### src/rtl/clock_pkg.sv
// ============================================================================
// Module      : clock_pkg
// Description : Shared state encoding and defaults for the clock gate controller.
// Revision    : 1.0 - initial release
// ============================================================================
`default_nettype none

package clock_pkg;

    typedef enum logic [1:0] {
        RUN   = 2'd0,
        COUNT = 2'd1,
        OFF   = 2'd2,
        WAKE  = 2'd3
    } state_t;

    localparam int unsigned WAKE_CYCLES_DEF = 2;

endpackage

`default_nettype wire

### src/rtl/clock_cell_gate.sv
// ============================================================================
// Module      : clock_cell_gate
// Description : Latch-based integrated clock gate; enable captured while ck is low.
// Revision    : 1.0 - initial release
// ============================================================================
`default_nettype none

module clock_cell_gate (
    input  logic ck,
    input  logic en,
    output logic gck
);

    logic en_lat;

    // Transparent only in the low phase, so gck can never be cut mid-pulse.
    always_latch begin
        if (!ck) begin
            en_lat = en;
        end
    end

    assign gck = ck & en_lat;

endmodule

`default_nettype wire

### src/rtl/clock_gate_ctrl.sv
// ============================================================================
// Module      : clock_gate_ctrl
// Description : Idle-driven clock gating controller; optional gated-cycle
//               statistics counter enabled by CLOCK_GATE_CTRL_STATS_EN.
// Revision    : 1.0 - initial release
// ============================================================================
`default_nettype none

module clock_gate_ctrl
    import clock_pkg::*;
#(
    parameter int unsigned IDLE_W      = 8,
    parameter int unsigned WAKE_CYCLES = WAKE_CYCLES_DEF
) (
    input  logic              ck,
    input  logic              rst,
    input  logic [IDLE_W-1:0] idle_thresh,
    input  logic              active,
    input  logic              force_on,
    input  logic              wake_req,
    output logic              wake_ack,
    output logic              gck,
    output logic              gate_en,
    output logic [15:0]       gated_cycles
);

    localparam logic [IDLE_W-1:0] C_ONE       = {{(IDLE_W-1){1'b0}}, 1'b1};
    localparam logic [3:0]        C_WAKE_LAST = 4'(WAKE_CYCLES - 1);

    state_t            state_q, state_d;
    logic [IDLE_W-1:0] cnt_q, cnt_d;
    logic [3:0]        wcnt_q, wcnt_d;
    logic              gate_en_q;
    logic              wake_ack_q;
    logic              w_wake;

    assign w_wake = active | wake_req | force_on;

    always_comb begin
        state_d = state_q;
        cnt_d   = cnt_q;
        wcnt_d  = wcnt_q;
        unique case (state_q)
            RUN: begin
                if (!w_wake && (idle_thresh != '0)) begin
                    state_d = COUNT;
                    cnt_d   = '0;
                end
            end
            COUNT: begin
                // Wake has priority over reaching the threshold.
                if (w_wake || (idle_thresh == '0)) begin
                    state_d = RUN;
                end else if (cnt_q >= (idle_thresh - C_ONE)) begin
                    state_d = OFF;
                end else begin
                    cnt_d = cnt_q + C_ONE;
                end
            end
            OFF: begin
                if (w_wake) begin
                    state_d = WAKE;
                    wcnt_d  = '0;
                end
            end
            WAKE: begin
                if (wcnt_q == C_WAKE_LAST) begin
                    state_d = RUN;
                end else begin
                    wcnt_d = wcnt_q + 4'd1;
                end
            end
            default: state_d = RUN;
        endcase
    end

    always_ff @(posedge ck) begin
        if (rst) begin
            state_q    <= RUN;
            cnt_q      <= '0;
            wcnt_q     <= '0;
            gate_en_q  <= 1'b1;
            wake_ack_q <= 1'b0;
        end else begin
            state_q    <= state_d;
            cnt_q      <= cnt_d;
            wcnt_q     <= wcnt_d;
            gate_en_q  <= (state_d != OFF);
            wake_ack_q <= (state_d == RUN) & wake_req;
        end
    end

    assign gate_en  = gate_en_q;
    assign wake_ack = wake_ack_q;

`ifdef CLOCK_GATE_CTRL_STATS_EN
    logic [15:0] gated_q;

    always_ff @(posedge ck) begin
        if (rst) begin
            gated_q <= '0;
        end else if (!gate_en_q && (gated_q != 16'hFFFF)) begin
            gated_q <= gated_q + 16'd1;
        end
    end

    assign gated_cycles = gated_q;
`else
    assign gated_cycles = 16'h0000;
`endif

    clock_cell_gate u_cell_gate (
        .ck  (ck),
        .en  (gate_en_q),
        .gck (gck)
    );

endmodule

`default_nettype wire

### config.mk
export PLATFORM = sky130hd
export DESIGN_NAME = clock_gate_ctrl
export DESIGN_NICKNAME = d
export VERILOG_FILES = /design/src/rtl/clock_pkg.sv /design/src/rtl/clock_cell_gate.sv /design/src/rtl/clock_gate_ctrl.sv
export SDC_FILE = /design/constraint.sdc
export NUM_CORES = 1
export LEC_CHECK = 0
export ABC_AREA = 0
export BUFFER_PORTS_ARGS = -buffer_cell sky130_fd_sc_hd__buf_2
export CORE_MARGIN = 2
export CORE_UTILIZATION = 52
export DETAILED_ROUTE_END_ITERATION = 10
export MAX_ROUTING_LAYER = met4
export PLACE_DENSITY_LB_ADDON = 0.15
export SYNTH_ARGS = -nofsm -noshare
export SYNTH_HDL_FRONTEND = slang
export SYNTH_SLANG_ARGS = --single-unit
### constraint.sdc
create_clock -name ck -period 3.3 [get_ports ck]
set_input_delay 0.33 -clock ck [delete_from_list [all_inputs] [get_ports ck]]
set_output_delay 0.33 -clock ck [all_outputs]
set_load 0.03 [all_outputs]
==> results of run 1 <==
## logic make-up (layout without fill, tap and decap cells)
| group | after synthesis | after routing | share of synthesized area (%) |
|---|---|---|---|
| AND/OR/NAND/NOR | 47 | 47 | 22.2 |
| other | 1 | 16 | 0.304 |
| latches | 1 | 1 | 1.22 |
| XOR/XNOR | 8 | 8 | 5.69 |
| buffers and inverters | 24 | 29 | 12.2 |
| AO/OA/AOI/OAI | 33 | 33 | 19.2 |
| adder cells (fa/ha/maj) | 13 | 13 | 13.2 |
| flip-flops | 16 | 16 | 26.0 |
## synthesized netlist by cell type, types with 3 or more instances
master,instances,area (sq um)
or3_1,6,37.5
o21ai_0,5,25.0
xnor2_1,3,26.3
xor2_1,5,43.8
nand2b_1,3,18.8
nand4_1,4,25.0
dfxtp_1,16,320
inv_1,6,22.5
ha_1,13,163
a21oi_1,12,60.1
nor2_1,4,15.0
nand2_1,11,41.3
o31ai_1,3,22.5
buf_4,16,120
or4_1,4,30.0
## per-layer routing
layer	vias up	wire, microns
met5	-	0
met4	0	14
met3	3	79
met2	14	1130
met1	501	1110
li1	536	-
## flip-flops by register name, indices dropped and copies added, names as in the netlist
name / cells
cnt_q: 8
wcnt_q: 4
state_q: 2
gate_en: 1
u_cell_gate.en_lat: 1
wake_ack: 1
## power by group
| group | internal, mW | switching, mW | total (mW) |
|---|---|---|---|
| combinational | 0.0190 | 0.0486 | 0.0677 |
| clock | 0.101 | 0.103 | 0.205 |
| sequential | 0.202 | 0.000750 | 0.203 |
| total | 0.323 | 0.153 | 0.475 |
## worst max-delay path by stage
| stage | depth (start not counted) | endpoint | start |
|---|---|---|---|
| after global placement | 12 | cnt_q[0]$_SDFFE_PP0P_ | idle_thresh[2] |
| after CTS | 2 | gck | u_cell_gate.en_lat$_DLATCH_N_ |
| after floorplan | 1 | gck | u_cell_gate.en_lat$_DLATCH_N_ |
| final | 2 | gck | u_cell_gate.en_lat$_DLATCH_N_ |
| after detailed placement | 12 | cnt_q[7]$_SDFFE_PP0P_ | idle_thresh[2] |
| after global routing | 2 | gck | u_cell_gate.en_lat$_DLATCH_N_ |
## critical path, cell delays in order (launching register included)
cell and delay [ns]:
dlxtn_1 0.39, and2_1 0.10, buf_2 0.18
## layout make-up
class | instances | area, sq um
fill | 218 | 906
multi-input combinational | 117 | 803
sequential | 17 | 335
timing repair buffer | 15 | 77.6
clock buffer | 8 | 53.8
tap | 28 | 35.0
inverter | 6 | 22.5
==> results.md, run 1 <==
- Max Cap Viol: 0
- EDFF count, synth: 0
- First-pass GRT wire length: 4130 microns
- Ys flop type: dfxtp_1
- Reg2Reg Depth: 7
- Ys Warns: 0
- Syn Area/Cell: 8.62 sq um
- Share of cells above drive strength 1: 19.0%
- GRT overflow: 0
- Reg2reg setup slack: 1.05 ns
- Hold bufs inserted after CTS: 0
- Vias/cell: 5.52
- Post-Place Setup Slack: 0.460 ns
- Required @ worst endpoint: 2.97 ns
- IO Port Bufs: 15
- FFs w/ async S/R, synth: 0%
- WHS: 0.209 ns
- Setup bufs post-CTS: 0
- DP Area: 1280 sq um
- GRT met3 Usage: 7.71%
- Hold Path Origin: wake_req
- Number of nets with antenna violations after routing: 0
- Number of register bits inferred by synthesis: 17
- CTS tree: done
- RSZ-0062 raised after global routing: false
- Hold Crit Class: input pin to register
- # resized after CTS: 0
- Worst-path clk slew: 0.10 ns
- Vias: 1,054
- Status: complete, no violations
- DRT Wirelength: 2340 microns
- Slew Viols, Final: 0
- Area Overhead vs Synth: 7.72%
- Remaining DRCs: 0
- Crit-path max FO: 1
- DRT Pass-1 Iters: 4
- Setup TNS: 0 ns
- Antenna violations before repair: 0
- Die Width: 52.7 microns
- Most used routing layer: met2
- Worst hold path depth: 2
- Crit path DAT: 2.73 ns
- Hold Fails Final Rpt: 0
- Vias in the first global route: 958
- GRT met2 Usage: 32.5%
- Placed Cells: 184
- LEAKAGE: 0.559 nW
- Final setup violation count: 0
- Crit start category: latch
- # diodes: 0
- GPL Wtd Cong: 0.766
- Initial detailed-routing violation count: 15
- Pwr/cell area: 358 nW/um^2
- Hpwl dp: 1840 microns
- Initial Utilization: 55.2%
- Nets: 190
- Reg-to-reg endpoint: cnt_q[0]$_SDFFE_PP0P_
- Met1 usage: 26.0%
- Synth Cell Area: 1230 sq um
- Area of the die: 2780 sq um
- FF-to-FF Start: cnt_q[2]$_SDFFE_PP0P_
- Utilization after layout: 59.4%
- CP Capture Type: output pin
- IO Pins: 32
- Die height: 52.7 microns
- Commonest non-fill, non-tap cells in the layout: conb_1 (16), dfxtp_1 (16), buf_2 (15), ha_1 (13), a21oi_1 (12)
- Core region area: 2230 sq um
- Design Area, Final: 1330 sq um
- Layout Skew: 0.00394 ns
- Cells after synthesis: 143
- DR WL/cell: 12.2 microns
- Peak supply drop: 0.268 mV
- Total power: 0.475 mW
- Worst Hold Path EP: wake_ack$_SDFF_PP0_
- Largest net degree at the start of global routing: 18
- Skew-Pair Late Insertion Delay: 0.39 ns
- Cell variety after synth: 40
- FP Rows: 17
- Setup ws final: 0.242 ns
- Finished Layout Cells: 191
- GR Util All Layers: 20.8%
- Crit Path Class: latch to output pin
No activity file was read; power rests on OpenSTA's default activity.
==> run 2: changes to the inputs <==
- CORE_ASPECT_RATIO: default -> 1.5
==> results.md, run 2 (synthesis gave the netlist of run 1 again) <==
- Status: complete, no violations
- Max Cap Viol: 0 (unchanged)
- GR Util All Layers: 21.3% (+0.49 points)
- Die Width: 43.8 microns (-17%)
- Utilization after layout: 59.3% (-0.11 points)
- Hpwl dp: 2170 microns (+18%)
- CP Capture Type: output pin
- Net Switching: 0.166 mW (+8.5%)
- Required @ worst endpoint: 2.97 ns (about the same)
- Area of the die: 2780 sq um (+0.28%)
- Pwr/cell area: 368 nW/um^2 (+2.9%)
- Logic pwr share: 14.3% (about the same)
- DRT Pass-1 Iters: 4 (unchanged)
- Switch share: 33.9% (+1.8 points)
- Crit start category: latch
- Initial Utilization: 55.2% (unchanged)
- Vias: 1,080 (+2.5%)
- CTS tree: done
- Crit-path max FO: 1 (unchanged)
- Initial detailed-routing violation count: 27 (+12)
- Antenna violations before repair: 0 (unchanged)
- Setup bufs post-CTS: 0 (unchanged)
- Max reg flops: 8 (unchanged)
- Core region area: 2230 sq um (unchanged)
- Slew Viols, Final: 0 (unchanged)
- GPL Wtd Cong: 0.844 (+10%)
- GRT overflow: 0 (unchanged)
- IO Pins: 32 (unchanged)
- DR WL/cell: 14.5 microns (+19%)
- Final setup violation count: 0 (unchanged)
- Crit path DAT: 2.74 ns (about the same)
- Largest net degree at the start of global routing: 18 (unchanged)
- Layout Skew: 0.00710 ns (+0.00316 ns)
- Peak supply drop: 0.233 mV (-13%)
- DRT Wirelength: 2700 microns (+15%)
- Sequential cell fraction of total power: 41.6% (-1.1 points)
- Number of nets with antenna violations after routing: 0 (unchanged)
- Vias in the first global route: 1,067 (+11%)
- Hold Fails Final Rpt: 0 (unchanged)
- Die height: 63.6 microns (+21%)
- Remaining DRCs: 0 (unchanged)
- Nets: 190 (unchanged)
- Skew-Pair Late Insertion Delay: 0.40 ns (about the same)
- First-pass GRT wire length: 4510 microns (+9.2%)
- Largest reg by FF count: cnt_q
- Worst-path clk slew: 0.11 ns (about the same)
- Crit Path Class: latch to output pin
- Vias/cell: 5.81 (+5.2%)
- FP Rows: 21 (+4)
- Top flop regs: cnt_q x8, wcnt_q x4, state_q x2
- Internal: 0.322 mW (about the same)
- Share of cells above drive strength 1: 19.6% (+0.61 points)
- # resized after CTS: 0 (unchanged)
- IO Port Bufs: 15 (unchanged)
- # diodes: 0 (unchanged)
- Clock share of power: 44.0% (+0.9 points)
- Area Overhead vs Synth: 7.51%
- Hold bufs inserted after CTS: 0 (unchanged)
- Commonest non-fill, non-tap cells in the layout: conb_1 (16), dfxtp_1 (16), buf_2 (15), ha_1 (13), a21oi_1 (12)
- Setup TNS: 0 ns (unchanged)
- Hold Crit Class: input pin to register
- RSZ-0062 raised after global routing: false
- LEAKAGE: 0.558 nW (-0.19%)
[run 2: cell types whose count changed in the layout (fill, tap and decap cells not counted), sizes merged]
cell / change
clkinvlp: +1
clkbuf: -1
[run 2: through the flow]
step	cells	area [sq um]	worst slack, ns	hold WS, ns	total power [mW]
2_1_floorplan	158	1290	0.673	0.455	0.310
3_3_place_gp	179	1270	0.534	0.384	0.321
3_5_place_dp	179	1270	0.457	0.389	0.323
4_1_cts	186	1330	0.209	0.194	0.495
5_1_grt	186	1330	0.163	0.186	0.515
6_report	186	1330	0.228	0.204	0.488
[run 2: per-layer routing]
metal	GRT usage [%]	vias to the layer above	wire, microns
met5	-	-	0
met1	22.3	515	1020
li1	-	526	-
met2	36.2	29	1540
met3	3.72	10	67
met4	11.7	0	74
[run 2: path summary, 6_finish.rpt]
kind / startpoint / endpoint / slack [ns] / cells after the start
setup / recovery: u_cell_gate.en_lat$_DLATCH_N_ / gck / 0.23 / 2
hold reg to reg: gate_en$_SDFF_PP1_ / u_cell_gate.en_lat$_DLATCH_N_ / 0.41 / 0
hold / removal: wake_req / wake_ack$_SDFF_PP0_ / 0.20 / 2
setup reg to reg: cnt_q[2]$_SDFFE_PP0P_ / cnt_q[0]$_SDFFE_PP0P_ / 1.15 / 7
[run 2: power by group through the flow]
stage / sequential [mW] / combinational (mW) / clock, mW
finish: 0.203 / 0.0699 / 0.215
global route: 0.203 / 0.0762 / 0.236
CTS: 0.203 / 0.0695 / 0.222
detailed placement: 0.208 / 0.0692 / 0.0462
global placement: 0.208 / 0.0668 / 0.0462
floorplan: 0.209 / 0.0647 / 0.0359
[run 2: final cells by class]
cell class	count	area, sq um
fill	217	908
multi-input combinational	117	803
sequential	17	335
timing repair buffer	15	77.6
clock buffer	7	50.0
tap	23	28.8
inverter	6	22.5
clock inverter	1	7.51
[run 2: critical path, cell delays in order, from the launching register on]
cell and delay [ns]:
dlxtn_1 0.40, and2_1 0.10, buf_2 0.19
